===== src/rtl/tape_pkg.sv =====
// rtl/tape_pkg.sv - shared state encoding and framing constants for the cassette playback engine
package tape_pkg;

    typedef enum logic [2:0] {
        IDLE,
        FETCH,
        LATCH,
        START,
        DATA,
        STOP,
        LEADER
    } tape_state_t;

    localparam int LEADER_BITS   = 256;
    localparam int BITS_PER_BYTE = 8;

endpackage


===== src/rtl/tape_bitcell.sv =====
// rtl/tape_bitcell.sv - one square cycle per bit: high for H ticks, low for H ticks, done on the last tick
module tape_bitcell #(
    parameter int HALF_W = 4
) (
    input  logic              clk_sys,
    input  logic              reset,
    input  logic              ce,
    input  logic              hold,
    input  logic              start,
    input  logic              bit_val,
    input  logic [HALF_W-1:0] one_half,
    input  logic [HALF_W-1:0] zero_half,
    output logic              out,
    output logic              done
);

    logic [HALF_W-1:0] half;
    logic [HALF_W:0]   cnt;
    logic [HALF_W:0]   last;
    logic              tick;

    assign half = bit_val ? one_half : zero_half;
    assign last = {half, 1'b0} - (HALF_W+1)'(1);
    assign tick = ce && !hold && !start;
    assign done = tick && (cnt == last);

    // The counter self-restarts after the last tick so back-to-back cells lose no time.
    always_ff @(posedge clk_sys) begin
        if (reset || start) begin
            cnt <= '0;
            out <= 1'b0;
        end else if (tick) begin
            out <= (cnt < {1'b0, half});
            cnt <= (cnt == last) ? '0 : cnt + (HALF_W+1)'(1);
        end
    end

endmodule


===== src/rtl/tape_player.sv =====
// rtl/tape_player.sv - CAQ tape image playback into the 1-bit cassette waveform; TAPE_LEADER_EN adds a 256-cell leader
module tape_player
    import tape_pkg::*;
#(
    parameter int ADDR_W    = 16,
    parameter int HALF_W    = 4,
    parameter int ONE_HALF  = 1,
    parameter int ZERO_HALF = 2,
    parameter int STOP_BITS = 2
) (
    input  logic              clk_sys,
    input  logic              reset,
    input  logic              ce_tape,
    input  logic              loaded,
    input  logic [ADDR_W-1:0] length,
    input  logic              pause,
    input  logic              rewind,
    output logic [ADDR_W-1:0] mem_addr,
    input  logic [7:0]        mem_data,
    output logic              req,
    output logic              out,
    output logic [ADDR_W-1:0] progress
);

`ifdef TAPE_LEADER_EN
    localparam tape_state_t FIRST_STATE = LEADER;
    logic [7:0] leader_cnt;
`else
    localparam tape_state_t FIRST_STATE = FETCH;
`endif

    tape_state_t       state;
    logic [ADDR_W-1:0] addr;
    logic [ADDR_W-1:0] len;
    logic [7:0]        shreg;
    logic [2:0]        bit_idx;
    logic [1:0]        stop_cnt;
    logic              in_cell;
    logic              cell_bit;
    logic              cell_start;
    logic              cell_done;

    assign mem_addr = addr;
    assign progress = addr;

    always_comb begin
        in_cell  = state inside {START, DATA, STOP, LEADER};
        cell_bit = 1'b1;
        case (state)
            START:   cell_bit = 1'b0;
            DATA:    cell_bit = shreg[0];
            default: cell_bit = 1'b1;
        endcase
    end

    // Any abort or a fresh byte clears the cell so the next tick starts a clean high half.
    assign cell_start = rewind || loaded || (state == LATCH);

    tape_bitcell #(.HALF_W(HALF_W)) u_bitcell (
        .clk_sys   (clk_sys),
        .reset     (reset),
        .ce        (ce_tape && in_cell),
        .hold      (pause),
        .start     (cell_start),
        .bit_val   (cell_bit),
        .one_half  (HALF_W'(ONE_HALF)),
        .zero_half (HALF_W'(ZERO_HALF)),
        .out       (out),
        .done      (cell_done)
    );

    always_ff @(posedge clk_sys) begin
        if (reset) begin
            state    <= IDLE;
            addr     <= '0;
            len      <= '0;
            shreg    <= '0;
            bit_idx  <= '0;
            stop_cnt <= '0;
            req      <= 1'b0;
`ifdef TAPE_LEADER_EN
            leader_cnt <= '0;
`endif
        end else if (rewind) begin
            state <= IDLE;
            addr  <= '0;
            req   <= 1'b0;
        end else if (loaded) begin
            if (length != '0) begin
                len   <= length;
                addr  <= '0;
                req   <= 1'b1;
                state <= FIRST_STATE;
`ifdef TAPE_LEADER_EN
                leader_cnt <= '0;
`endif
            end else begin
                state <= IDLE;
                req   <= 1'b0;
            end
        end else begin
            case (state)
                FETCH: state <= LATCH;
                LATCH: begin
                    shreg <= mem_data;
                    state <= START;
                end
                START: if (cell_done) begin
                    bit_idx <= '0;
                    state   <= DATA;
                end
                DATA: if (cell_done) begin
                    shreg <= shreg >> 1;
                    if (bit_idx == 3'(BITS_PER_BYTE-1)) begin
                        stop_cnt <= '0;
                        state    <= STOP;
                    end else begin
                        bit_idx <= bit_idx + 3'd1;
                    end
                end
                STOP: if (cell_done) begin
                    if (stop_cnt == 2'(STOP_BITS-1)) begin
                        if (addr == len - ADDR_W'(1)) begin
                            req   <= 1'b0;
                            state <= IDLE;
                        end else begin
                            addr  <= addr + ADDR_W'(1);
                            state <= FETCH;
                        end
                    end else begin
                        stop_cnt <= stop_cnt + 2'd1;
                    end
                end
`ifdef TAPE_LEADER_EN
                LEADER: if (cell_done) begin
                    if (leader_cnt == 8'(LEADER_BITS-1)) state <= FETCH;
                    else leader_cnt <= leader_cnt + 8'd1;
                end
`endif
                default: ;
            endcase
        end
    end

endmodule


===== config.mk =====
export PLATFORM = sky130hd
export DESIGN_NAME = tape_player
export DESIGN_NICKNAME = d
export VERILOG_FILES = /design/src/rtl/tape_pkg.sv /design/src/rtl/tape_bitcell.sv /design/src/rtl/tape_player.sv
export SDC_FILE = /design/constraint.sdc
export NUM_CORES = 1
export LEC_CHECK = 0
export BUFFER_PORTS_ARGS = -buffer_cell sky130_fd_sc_hd__buf_4
export CELL_PAD_IN_SITES_DETAIL_PLACEMENT = 1
export CELL_PAD_IN_SITES_GLOBAL_PLACEMENT = 2
export CORE_ASPECT_RATIO = 0.9
export CORE_MARGIN = 4
export CORE_UTILIZATION = 25
export CTS_BUF_LIST = sky130_fd_sc_hd__clkbuf_8
export DETAILED_ROUTE_END_ITERATION = 10
export GPL_TIMING_DRIVEN = 1
export HOLD_SLACK_MARGIN = 0.02
export PLACE_DENSITY_LB_ADDON = 0.3
export SKIP_CTS_REPAIR_TIMING = 1
export SYNTH_ARGS = -nofsm -noshare
export SYNTH_HDL_FRONTEND = slang
export SYNTH_HIERARCHICAL = 1
export SYNTH_SLANG_ARGS = --single-unit

===== constraint.sdc =====
create_clock -name clk_sys -period 12 [get_ports clk_sys]
set_input_delay 1.8 -clock clk_sys [delete_from_list [all_inputs] [get_ports clk_sys]]
set_output_delay 1.8 -clock clk_sys [all_outputs]
set_load 0.02 [all_outputs]

# Word-level counts from Yosys, hierarchy flattened
# Index checks and enable logic that the tools add are counted.
[word_totals]
output_inout_bits = 34
input_bits = 30
wordCells = 103
reg_bits = 55
[classes]
n_bitwise = 2
eq_ne = 23
add_sub_neg = 6
mux = 35
n_lt_le_gt_ge = 1
n_reduce_logical = 27
[op_table]
columns = ["op", "count"]
rows = [
  ["$mux W16", 6],
  ["$mux W3", 9],
  ["$add A16 B1 Y16 const B", 1],
  ["$eq A16 B16 Y1", 1],
  ["$pmux W8 S2", 1],
  ["$reduce_bool A16 Y1", 1],
  ["$sub A16 B1 Y16 const B", 1],
  ["$pmux W3 S5", 1],
  ["$reduce_bool A2 Y1", 7],
  ["$eq A3 B3 Y1 const B", 4],
  ["$ne A2 B2 Y1 const B", 6],
  ["$reduce_and A6 Y1", 2],
  ["$mux W2", 5],
  ["$ne A3 B3 Y1 const B", 3],
  ["$mux W1", 8],
  ["$mux W8", 1],
  ["$reduce_and A4 Y1", 2],
  ["$reduce_and A7 Y1", 1],
  ["$eq A3 B2 Y1 const B", 2],
  ["$ne A3 B2 Y1 const B", 2],
  ["$pmux W3 S2", 1],
  ["$reduce_bool A6 Y1", 1],
  ["$add A5 B1 Y5 const B", 1],
  ["$eq A5 B5 Y1", 1],
  ["18 further kinds", 26],
]

# Longest topological paths before layout
# Gate-level depths: netlist of run 1.
[depth]
ltp_word = 9
mapped_depth = 19
depth_no_buf = 15

# Cells and area by module
# The synthesis of run 1 kept the hierarchy.
[by_module_without_submodules]
columns = ["module", "area_per_inst_um2", "instances", "cells_each", "seq_area_each_um2"]
rows = [
  ["tape_player", 3064.2, 1, 373, 980.9],
  ["tape_bitcell", 550.5, 1, 53, 120.1],
]

# Least setup slack after synthesis of run 1
# No wires, ideal clock.
[synth_path]
kind = "input-to-reg"
start = "input loaded"
end = "register addr[6], in the netlist mem_addr[6]"
required_ns = 11.932
path_slack_ns = 7.185
path_buffers = 1
setup_time_ns = 0.068
arrival_ns = 4.747
cell_stages = 13
cell_sequence = "nor2_1 o31ai_1 nor3b_2 nand3_1 nor2_1 o21a_1 and3_1 nand3_1 nor2_1 a21boi_4 buf_6 or4_2 a21oi_2"
[synth_via]
elab_chain_cells = 7
elab_cells_between_ends = 12
classes_between = "eq/ne: 2; mux: 1; reduce/logical: 9"
[synth_lines]
columns = ["item", "line", "rtl"]
rows = [
  ["from (decl)", "tape_player.sv:14", "input logic loaded,"],
  ["$logic_or A1 B1 Y1 (2 in a row)", "tape_player.sv:57", "assign cell_start = rewind || loaded || (state == LATCH);"],
  ["named net cell_start", "tape_player.sv:40", "logic cell_start;"],
  ["$logic_not A1 Y1", "tape_bitcell.sv:24", "assign tick = ce && !hold && !start;"],
  ["$logic_and A1 B1 Y1", "tape_bitcell.sv:24", ""],
  ["$logic_and A1 B1 Y1", "tape_bitcell.sv:25", "assign done = tick && (cnt == last);"],
  ["named net cell_done", "tape_player.sv:41", "logic cell_done;"],
  ["$reduce_bool A2 Y1 (no line)", "n/a", ""],
  ["$reduce_and A5 Y1 (no line)", "n/a", ""],
  ["to (signal assigned)", "tape_player.sv:127", "addr <= addr + ADDR_W'(1);"],
  ["to (decl)", "tape_player.sv:33", "logic [ADDR_W-1:0] addr;"],
]
# The timed path passes the listed nets, and every way through them passes these cells.
# A chain may end at the register's enable or synchronous reset.

# Final worst setup path of run 1
[layout_path]
start = "register state[2]"
end = "register addr[6], in the netlist mem_addr[6]"
[layout_via]
elab_chain_cells = 8
elab_cells_between_ends = 19
classes_between = "add/sub: 1; eq/ne: 6; mux: 2; reduce/logical: 10"
[layout_lines]
columns = ["item", "line", "rtl"]
rows = [
  ["from (decl)", "tape_player.sv:32", "tape_state_t state;"],
  ["from (signal assigned)", "tape_player.sv:74", "state <= IDLE;"],
  ["from (signal assigned)", "tape_player.sv:85", "state <= IDLE;"],
  ["from (signal assigned)", "tape_player.sv:93", "state <= FIRST_STATE;"],
  ["$eq A3 B3 Y1 / $eq A3 B2 Y1 (equally long branches)", "tape_player.sv:49", "case (state)"],
  ["$pmux W1 S2 (*)", "tape_player.sv:49", ""],
  ["named net cell_bit", "tape_player.sv:39", "logic cell_bit;"],
  ["$mux W2 (*)", "tape_bitcell.sv:22", "assign half = bit_val ? one_half : zero_half;"],
  ["$sub A5 B1 Y5 (*)", "tape_bitcell.sv:23", "assign last = {half, 1'b0} - (HALF_W+1)'(1);"],
  ["$eq A5 B5 Y1 (*)", "tape_bitcell.sv:25", ""],
  ["$logic_and A1 B1 Y1 (*)", "tape_bitcell.sv:25", ""],
  ["named net cell_done", "tape_player.sv:41", ""],
  ["$reduce_bool A2 Y1 (no line) (*)", "n/a", ""],
  ["$reduce_and A5 Y1 (no line) (*)", "n/a", ""],
]
# Mark *: on every way through the listed nets, which the timed path passes. The rest lies on a longest branch.

==> results of run 1 <==
flip-flops by register name, indices dropped and copies added, names as in the netlist, 2 cells and up:
name,count
len,16
mem_addr,16
shreg,8
u_bitcell/cnt,5
bit_idx,3
state,3
stop_cnt,2
where the power goes:
group / internal [mW] / switching [mW] / total (mW)
combinational: 0.0262 / 0.0290 / 0.0552
sequential: 0.186 / 0.00523 / 0.191
clock: 0.0624 / 0.0673 / 0.130
worst paths after layout:
| kind | startpoint | end | slack (ps) | cells past startpoint |
|---|---|---|---|---|
| hold / removal | stop_cnt[1]$_SDFFE_PP0P_ | stop_cnt[1]$_SDFFE_PP0P_ | 460 | 2 |
| setup reg to reg | state[2]$_SDFFE_PP0P_ | mem_addr[6]$_SDFFE_PP0P_ | 6720 | 15 |
| setup / recovery | state[2]$_SDFFE_PP0P_ | mem_addr[6]$_SDFFE_PP0P_ | 6720 | 15 |
| hold reg to reg | stop_cnt[1]$_SDFFE_PP0P_ | stop_cnt[1]$_SDFFE_PP0P_ | 460 | 2 |
cells in the final DEF, fill, tap and decap left out, types with 4 or more instances in the layout:
cell type	synthesis	routed
dfxtp_1	55	55
nand2_1	32	32
nand3_1	21	21
nor3_1	14	14
mux2i_1	22	22
ha_1	10	10
o21ai_0	11	11
buf_4	17	65
a21oi_1	15	15
nor4_1	9	8
inv_1	12	13
nor2_1	43	43
a21oi_2	7	7
or3_1	10	10
a311oi_1	8	8
o21ai_2	4	4
conb_1	2	12
or3_2	5	5
xnor2_1	15	15
nand4_1	8	8
xor2_1	12	12
o31ai_1	5	5
clkbuf_8	0	5
cell type report:
cell class                 instances  share of cell area, %
clock buffer                       5                   1.62
clock inverter                     3                   1.00
inverter                          13                   1.15
multi-input combinational        333                   53.1
sequential                        55                   25.9
tap                              193                   5.69
timing repair buffer              65                   11.5
cell families (layout without fill, tap and decap cells):
logic type / Yosys count / after routing
AO/OA/AOI/OAI: 80 / 80
adder cells (fa/ha/maj): 10 / 10
flip-flops: 55 / 55
buffers and inverters: 48 / 86
multiplexers: 24 / 24
AND/OR/NAND/NOR: 179 / 179
other: 2 / 12
XOR/XNOR: 28 / 28
routing by layer:
metal  GRT usage, %  part of all wire, %  up-vias
met5              0                    0        -
met4           4.33                  1.6        0
met3           2.31                  3.6       10
met2           21.1                   47       49
met1           16.6                   48     1541
li1               -                    -     1618
through the flow:
stage | utilization (%) | power [mW] | std cells | hold WS, ps | area (um^2)
2_1_floorplan | - | 0.234 | 436 | 432 | 3650
3_3_place_gp | 29.3 | 0.249 | 659 | 442 | 4130
3_5_place_dp | 29.3 | 0.250 | 659 | 459 | 4130
4_1_cts | 30.1 | 0.384 | 667 | 477 | 4250
5_1_grt | 30.1 | 0.397 | 667 | 500 | 4250
6_report | 30.1 | 0.376 | 667 | 465 | 4250
critical path, delay by kind of cell, from the launching register on:
family | cells | cell delay (ps)
AOI/OAI and AO/OA | 4 | 1080
xor gates and xnor gates | 1 | 150
adders and majority gates | 1 | 330
buffers and inverters | 1 | 250
DFF | 1 | 460
muxes | 1 | 450
and+or+nand+nor | 7 | 2480
==> impl_metrics.ini, run 1 <==
[outcome]
status = completed

[floorplanning]
fp-row-count = 41
initial_utilization_pct = 25.6
fp.dieH_um = 122
die_w_um = 135
core_um2 = 14100
dieArea_um2 = 16400
pin_count = 64

[finish]
nFillCells = 1697
multiInputGateArea_um2 = 2250
syn_to_final_growth_pct = 17.4
drive_gt1_share_pct = 22.2
seq_area_um2 = 1100
diodes = 0
fin_nets = 513

[yosys]
yosysTopAreaCell = dfxtp_1
yosysWarnings = 6
synthTopCellsByCount = 55 x dfxtp_1, 43 x nor2_1, 32 x nand2_1
synth_cell_types = 72
synth.avg_cell_area_um2 = 8.49
synth_compound_area_share_pct = 16.3
synth_xor_area_share_pct = 7.30
synthMuxAreaShare_pct = 7.03
yosysSeqAreaShare_pct = 30.5
synth_top_cells_by_area = dfxtp_1 30%, mux2i_1 6.1%, nor2_1 4.5%
synth.ff_latch_count = 55
ys.flop_type = dfxtp_1
synth_fa_ha_area_share_pct = 3.46
synth.most_common_cell = dfxtp_1
synth_top_family_by_area = simple AND/OR/NAND/NOR gates
synthCells = 426
synth-simple-area-share_pct = 26.9
synth_edf_count = 0
netlist_area_um2 = 3610
synthArstFlopShare_pct = 0
synth_top_cell_area_share_pct = 30.5

[clock_network]
cts_buffers = 5
clock_path_buffers = 2
clkTransAtPathRegs_ps = 110
clock_latency_ps = 340
clock_sinks = 55
cts_tree = built
cts-root-buf = clkbuf_8
h-tree-depth = 2

[placed_design]
gp_congestion = 0.768
dp_slack_ps = 6460
hpwl_mm = 7.80
port_buffers = 63

[detailed_routing]
dr.pass1.iters = 4
drc = 0
routed_via_density = 4.82
via_count = 3218
drt_iter0_drc = 128
routed_wl_mm = 10.0
ant_nets = 0
wl_per_cell_um = 15.0

[worst_setup_path]
crit_slowest_cell = or4_2
cp_data_arrival_time_ps = 5550
cp_slowest_stage_delay_ps = 710
worstPathMaxFanout = 21
criticalPathCategory = reg2reg
cp.required_ps = 12270
end_kind = flop
cp-start-kind = flop
path_cells = clkinv_1 -> or3_1 -> o22a_1 -> mux2i_1 -> ha_1 -> xor2_1 -> nand3_1 -> nor2_1 -> o21a_1 -> and3_1 -> nand3_1 -> nor2_1 -> a21boi_4 -> or4_2 -> a21oi_2

[pwr]
powerDensity_nw_per_um2 = 88.5
vdd_drop_max_uv = 45.6
power.leakage_nw = 1.55

[sta]
final.setup.tns_ps = 0
fin_crit_sh_pct = 44.0
fin_ws_ps = 6720
fin_crit_ps = 5280
fmax_mhz = 189
fin_skew_ps = 19.6
finalHoldViolCount = 0
rsz0062_at_grt = no
setup_viol = 0
max_slew_margin_pct = 33.9
tightestPinTransition_ps = 984
slew_viol_final = 0

[global_route]
grt_usage_pct = 12.7
grt_antenna_before_repair = 0
grt_max_degree = 34
grt_first_pass_wirelength_mm = 16.8
grt_pass1_vias = 3228
overflow = 0

[flow_run]
max-cap-violations = 0

[min_path]
hp-class = reg2reg
(Power assumes the default switching activity.)
==> inputs of run 2 (changes only) <==
- clock period: 12 -> 5.2 ns (I/O delays scaled with it)
==> impl_metrics.ini, run 2 (synthesis results as in run 1) <==
[outcome]
status = completed

[worst_setup_path]
cp_slowest_stage_delay_ps = 700
cp-start-kind = flop
cp_data_arrival_time_ps = 5030
criticalPathCategory = reg2reg
cp.required_ps = 5480
path_cells = clkinv_1 -> or3_1 -> o22a_1 -> mux2i_1 -> ha_1 -> xor2_1 -> nand3_1 -> nor2_1 -> o21a_1 -> and3_1 -> nand3_1 -> nor2_1 -> a21boi_4 -> or4_2 -> a21oi_2
crit_slowest_cell = or4_2
end_kind = flop
worstPathMaxFanout = 21

[detailed_routing]
via_count = 3270
routed_via_density = 4.88
dr.pass1.iters = 4
routed_wl_mm = 10.2
drc = 0
ant_nets = 0
drt_iter0_drc = 134
wl_per_cell_um = 15.3

[pwr]
powerDensity_nw_per_um2 = 217
vdd_drop_max_uv = 145
power.leakage_nw = 1.58

[floorplanning]
fp-row-count = 41
pin_count = 64
dieArea_um2 = 16400
fp.dieH_um = 122
die_w_um = 135
core_um2 = 14100
initial_utilization_pct = 25.6

[clock_network]
clkTransAtPathRegs_ps = 120
clock_latency_ps = 340
clock_sinks = 55
h-tree-depth = 2
cts_tree = built
cts_buffers = 5
clock_path_buffers = 2
cts-root-buf = clkbuf_8

[global_route]
grt_usage_pct = 13.0
use_met1_pct = 15.9
busiest_layer = met2
grt_first_pass_wirelength_mm = 17.3
grt_pass1_vias = 3397
met3_usage_pct = 2.39
grt_antenna_before_repair = 0
met2_usage_pct = 22.9
grt_max_degree = 34
overflow = 0

[min_path]
hp-class = reg2reg

[sta]
finalHoldViolCount = 0
fin_ws_ps = 447
fin_crit_sh_pct = 91.4
fin_crit_ps = 4750
max_slew_margin_pct = 25.7
final.setup.tns_ps = 0
slew_viol_final = 0
fin_skew_ps = 12.0
fmax_mhz = 210
tightestPinTransition_ps = 1110
setup_viol = 0
rsz0062_at_grt = no

[finish]
diodes = 0
final_cell_mix = 68 x buf_4, 55 x dfxtp_1, 43 x nor2_1
drive_gt1_share_pct = 22.9
layout_commonest_cell = buf_4
syn_to_final_growth_pct = 18.9
nFillCells = 1681
fin_nets = 516

[placed_design]
gp_congestion = 0.794
hpwl_mm = 7.82
dp_slack_ps = 430
port_buffers = 63

[flow_run]
max-cap-violations = 0
run 2: changes by cell type in the layout (fill, tap and decap cells not counted):
cell	previous run	this run
inv_6	1	0
inv_8	0	1
bufinv_16	1	2
buf_4	65	68
inv_1	13	12
run 2: power by group:
part	leakage (nW)	internal (mW)	total, mW	switching (mW)
combinational	1.06	0.0613	0.130	0.0687
sequential	0.445	0.428	0.439	0.0108
clock	0.0703	0.196	0.365	0.169
run 2: worst paths after layout:
kind	start	end	slack (ps)	cells after the start
setup / recovery	state[2]$_SDFFE_PP0P_	mem_addr[6]$_SDFFE_PP0P_	450	15
hold / removal	stop_cnt[1]$_SDFFE_PP0P_	stop_cnt[1]$_SDFFE_PP0P_	470	2
setup reg to reg	state[2]$_SDFFE_PP0P_	mem_addr[6]$_SDFFE_PP0P_	450	15
hold reg to reg	stop_cnt[1]$_SDFFE_PP0P_	stop_cnt[1]$_SDFFE_PP0P_	470	2
run 2: layer usage:
metal | part of all wire, % | wire, um | vias to the layer above
li1 | - | - | 1624
met1 | 46 | 4760 | 1586
met2 | 48 | 4970 | 50
met3 | 3.5 | 359 | 10
met4 | 1.5 | 155 | 0
met5 | 0 | 0 | -
run 2: cell type report:
cell class | count | area [um^2] | area share [%]
Timing Repair Buffer | 68 | 510 | 11.9
Clock inverter | 3 | 71.3 | 1.66
Clock buffer | 5 | 68.8 | 1.60
Sequential cell | 55 | 1100 | 25.6
Multi-Input combinational cell | 333 | 2250 | 52.5
Inverter | 13 | 48.8 | 1.14
Tap cell | 193 | 241 | 5.62
run 2: metrics by stage:
stage / total power, mW / utilization (%) / hold WS (ps) / cells / instance area, um^2
detailed placement: 0.579 / 29.5 / 455 / 662 / 4160
floorplan: 0.540 / - / 432 / 436 / 3650
global route: 0.985 / 30.5 / 508 / 670 / 4300
CTS: 0.953 / 30.5 / 473 / 670 / 4300
finish: 0.934 / 30.5 / 468 / 670 / 4300
global placement: 0.575 / 29.5 / 440 / 662 / 4160
run 2: critical path, delay by kind of cell (launching register included):
family	cells	cell delay (ps)
adder cells (fa/ha/maj)	1	320
multiplexers	1	200
XOR/XNOR	1	140
AND/OR/NAND/NOR	7	2320
AO/OA/AOI/OAI	4	1010
flip-flops	1	450
buffers and inverters	1	250
==> inputs of run 3 (changes only) <==
- BUFFER_PORTS_ARGS: -buffer_cell sky130_fd_sc_hd__buf_4 -> default
- DONT_BUFFER_PORTS: default -> 1
- PLACE_DENSITY: default -> 0.57
- PLACE_DENSITY_LB_ADDON: 0.3 -> default
==> impl_metrics.ini, run 3 (synthesis results as in run 1) <==
[outcome]
status = completed

[finish]
diodes = 0
layout_commonest_cell = dfxtp_1
syn_to_final_growth_pct = 5.05
fin_nets = 452
drive_gt1_share_pct = 11.2
final_cell_mix = 55 x dfxtp_1, 42 x nor2_1, 32 x nand2_1

[worst_setup_path]
cp-start-kind = flop
reg2reg_to = mem_addr[14]$_SDFFE_PP0P_
cp_data_arrival_time_ps = 4920
end_kind = flop
cp.required_ps = 5460
worstPathMaxFanout = 21
r2r_slack_ps = 540
rr_worst_depth = 15
r2r-start = state[2]$_SDFFE_PP0P_
criticalPathCategory = reg2reg

[min_path]
worst_hold_path.endpoint = stop_cnt[1]$_SDFFE_PP0P_
hp-class = reg2reg
hold_path_depth = 2
min-delay-start = stop_cnt[1]$_SDFFE_PP0P_

[pwr]
powerDensity_nw_per_um2 = 220
pwr-share-comb_pct = 12.5
p_total_mw = 0.835
power.leakage_nw = 1.22
seqPwrFrac_pct = 52.7
switching_share_pct = 26.2
vdd_drop_max_uv = 89.3
switchingPower_mw = 0.218
p_clk_share_pct = 34.8
internal_power_mw = 0.616

[clock_network]
clkTransAtPathRegs_ps = 110
clock_sinks = 55
cts-root-buf = clkbuf_8
clock_path_buffers = 2
clock_latency_ps = 330
h-tree-depth = 2
cts_tree = built
cts_buffers = 5

[sta]
final.setup.tns_ps = 0
fin_crit_sh_pct = 89.6
slew_viol_final = 0
max_slew_margin_pct = 28.0
fin_crit_ps = 4660
fin_skew_ps = 12.9
hold_slack_ps = 460
setup_viol = 0
rsz0062_at_grt = no
tightestPinTransition_ps = 1080
fin_ws_ps = 542
finalHoldViolCount = 0
fmax_mhz = 215

[detailed_routing]
ant_nets = 0
dr.pass1.iters = 4
via_count = 3010
routed_via_density = 4.98
drt_iter0_drc = 99
drc = 0
wl_per_cell_um = 16.6
routed_wl_mm = 10.0

[global_route]
grt_pass1_vias = 3007
grt_max_degree = 34
grt_usage_pct = 12.3
overflow = 0
grt_first_pass_wirelength_mm = 16.2
grt_antenna_before_repair = 0

[floorplanning]
fp-row-count = 41
initial_utilization_pct = 25.6
core_um2 = 14100
fp.dieH_um = 122
pin_count = 64
die_w_um = 135
dieArea_um2 = 16400

[placed_design]
hpwl_mm = 7.57
gp_congestion = 0.776
dp_slack_ps = 388
port_buffers = 0

[flow_run]
max-cap-violations = 0
[run 3: cell types whose count changed in the layout (fill, tap and decap cells not counted)]
cell	before	now
clkinvlp_4	0	1
nor2_2	0	1
inv_8	1	0
bufinv_16	2	1
buf_4	68	4
mux2i_4	1	2
nor2_1	43	42
mux2i_1	22	21
[run 3: cell type report]
cell class,instances,area (um^2)
inverter,13,48.8
multi-input combinational,333,2270
clock inverter,2,37.5
fill,1665,10300
timing repair buffer,4,30.0
clock buffer,5,68.8
sequential,55,1100
tap,193,241
[run 3: worst max-delay path by stage]
stage | start | to | slack, ps | depth (start not counted)
4_1_cts | state[2]$_SDFFE_PP0P_ | mem_addr[14]$_SDFFE_PP0P_ | 330 | 15
3_3_place_gp | state[2]$_SDFFE_PP0P_ | mem_addr[14]$_SDFFE_PP0P_ | 510 | 15
3_5_place_dp | state[2]$_SDFFE_PP0P_ | mem_addr[14]$_SDFFE_PP0P_ | 390 | 15
6_report | state[2]$_SDFFE_PP0P_ | mem_addr[14]$_SDFFE_PP0P_ | 540 | 15
2_1_floorplan | state[2]$_SDFFE_PP0P_ | mem_addr[6]$_SDFFE_PP0P_ | 690 | 18
5_1_grt | state[2]$_SDFFE_PP0P_ | mem_addr[14]$_SDFFE_PP0P_ | 100 | 15
[run 3: worst max-delay path: stages (launching register included)]
cell and delay [ps]:
dfxtp_1 450, clkinv_1 260, or3_1 400, o22a_1 340, mux2i_4 300, ha_1 280, xor2_1 130, nand3_1 120
nor2_1 320, o21a_1 300, and3_1 270, nand3_1 120, nor2_1 220, a21boi_4 210, or4_2 700, a21oi_2 140
[run 3: layer usage]
metal  global-route usage (%)  vias to the layer above  routed length (um)
met1                     15.3                     1459                4570
met4                     4.01                        0                 121
li1                         -                     1494                   -
met5                        0                        -                   0
met2                     20.7                       48                4870
met3                     3.59                        9                 483
[run 3: power groups by stage]
stage / registers (mW) / logic (mW) / clock network (mW)
2_1_floorplan: 0.445 / 0.0952 / 0
3_3_place_gp: 0.450 / 0.101 / 0
3_5_place_dp: 0.450 / 0.103 / 0
4_1_cts: 0.440 / 0.104 / 0.313
5_1_grt: 0.442 / 0.118 / 0.327
6_report: 0.440 / 0.104 / 0.291
[run 3: stage by stage]
step           util, %  std cells  area, um^2
2_1_floorplan        -        436        3650
3_3_place_gp      26.1        598        3680
3_5_place_dp      26.1        598        3680
4_1_cts           26.8        605        3780
5_1_grt           26.9        605        3800
6_report          26.9        605        3800
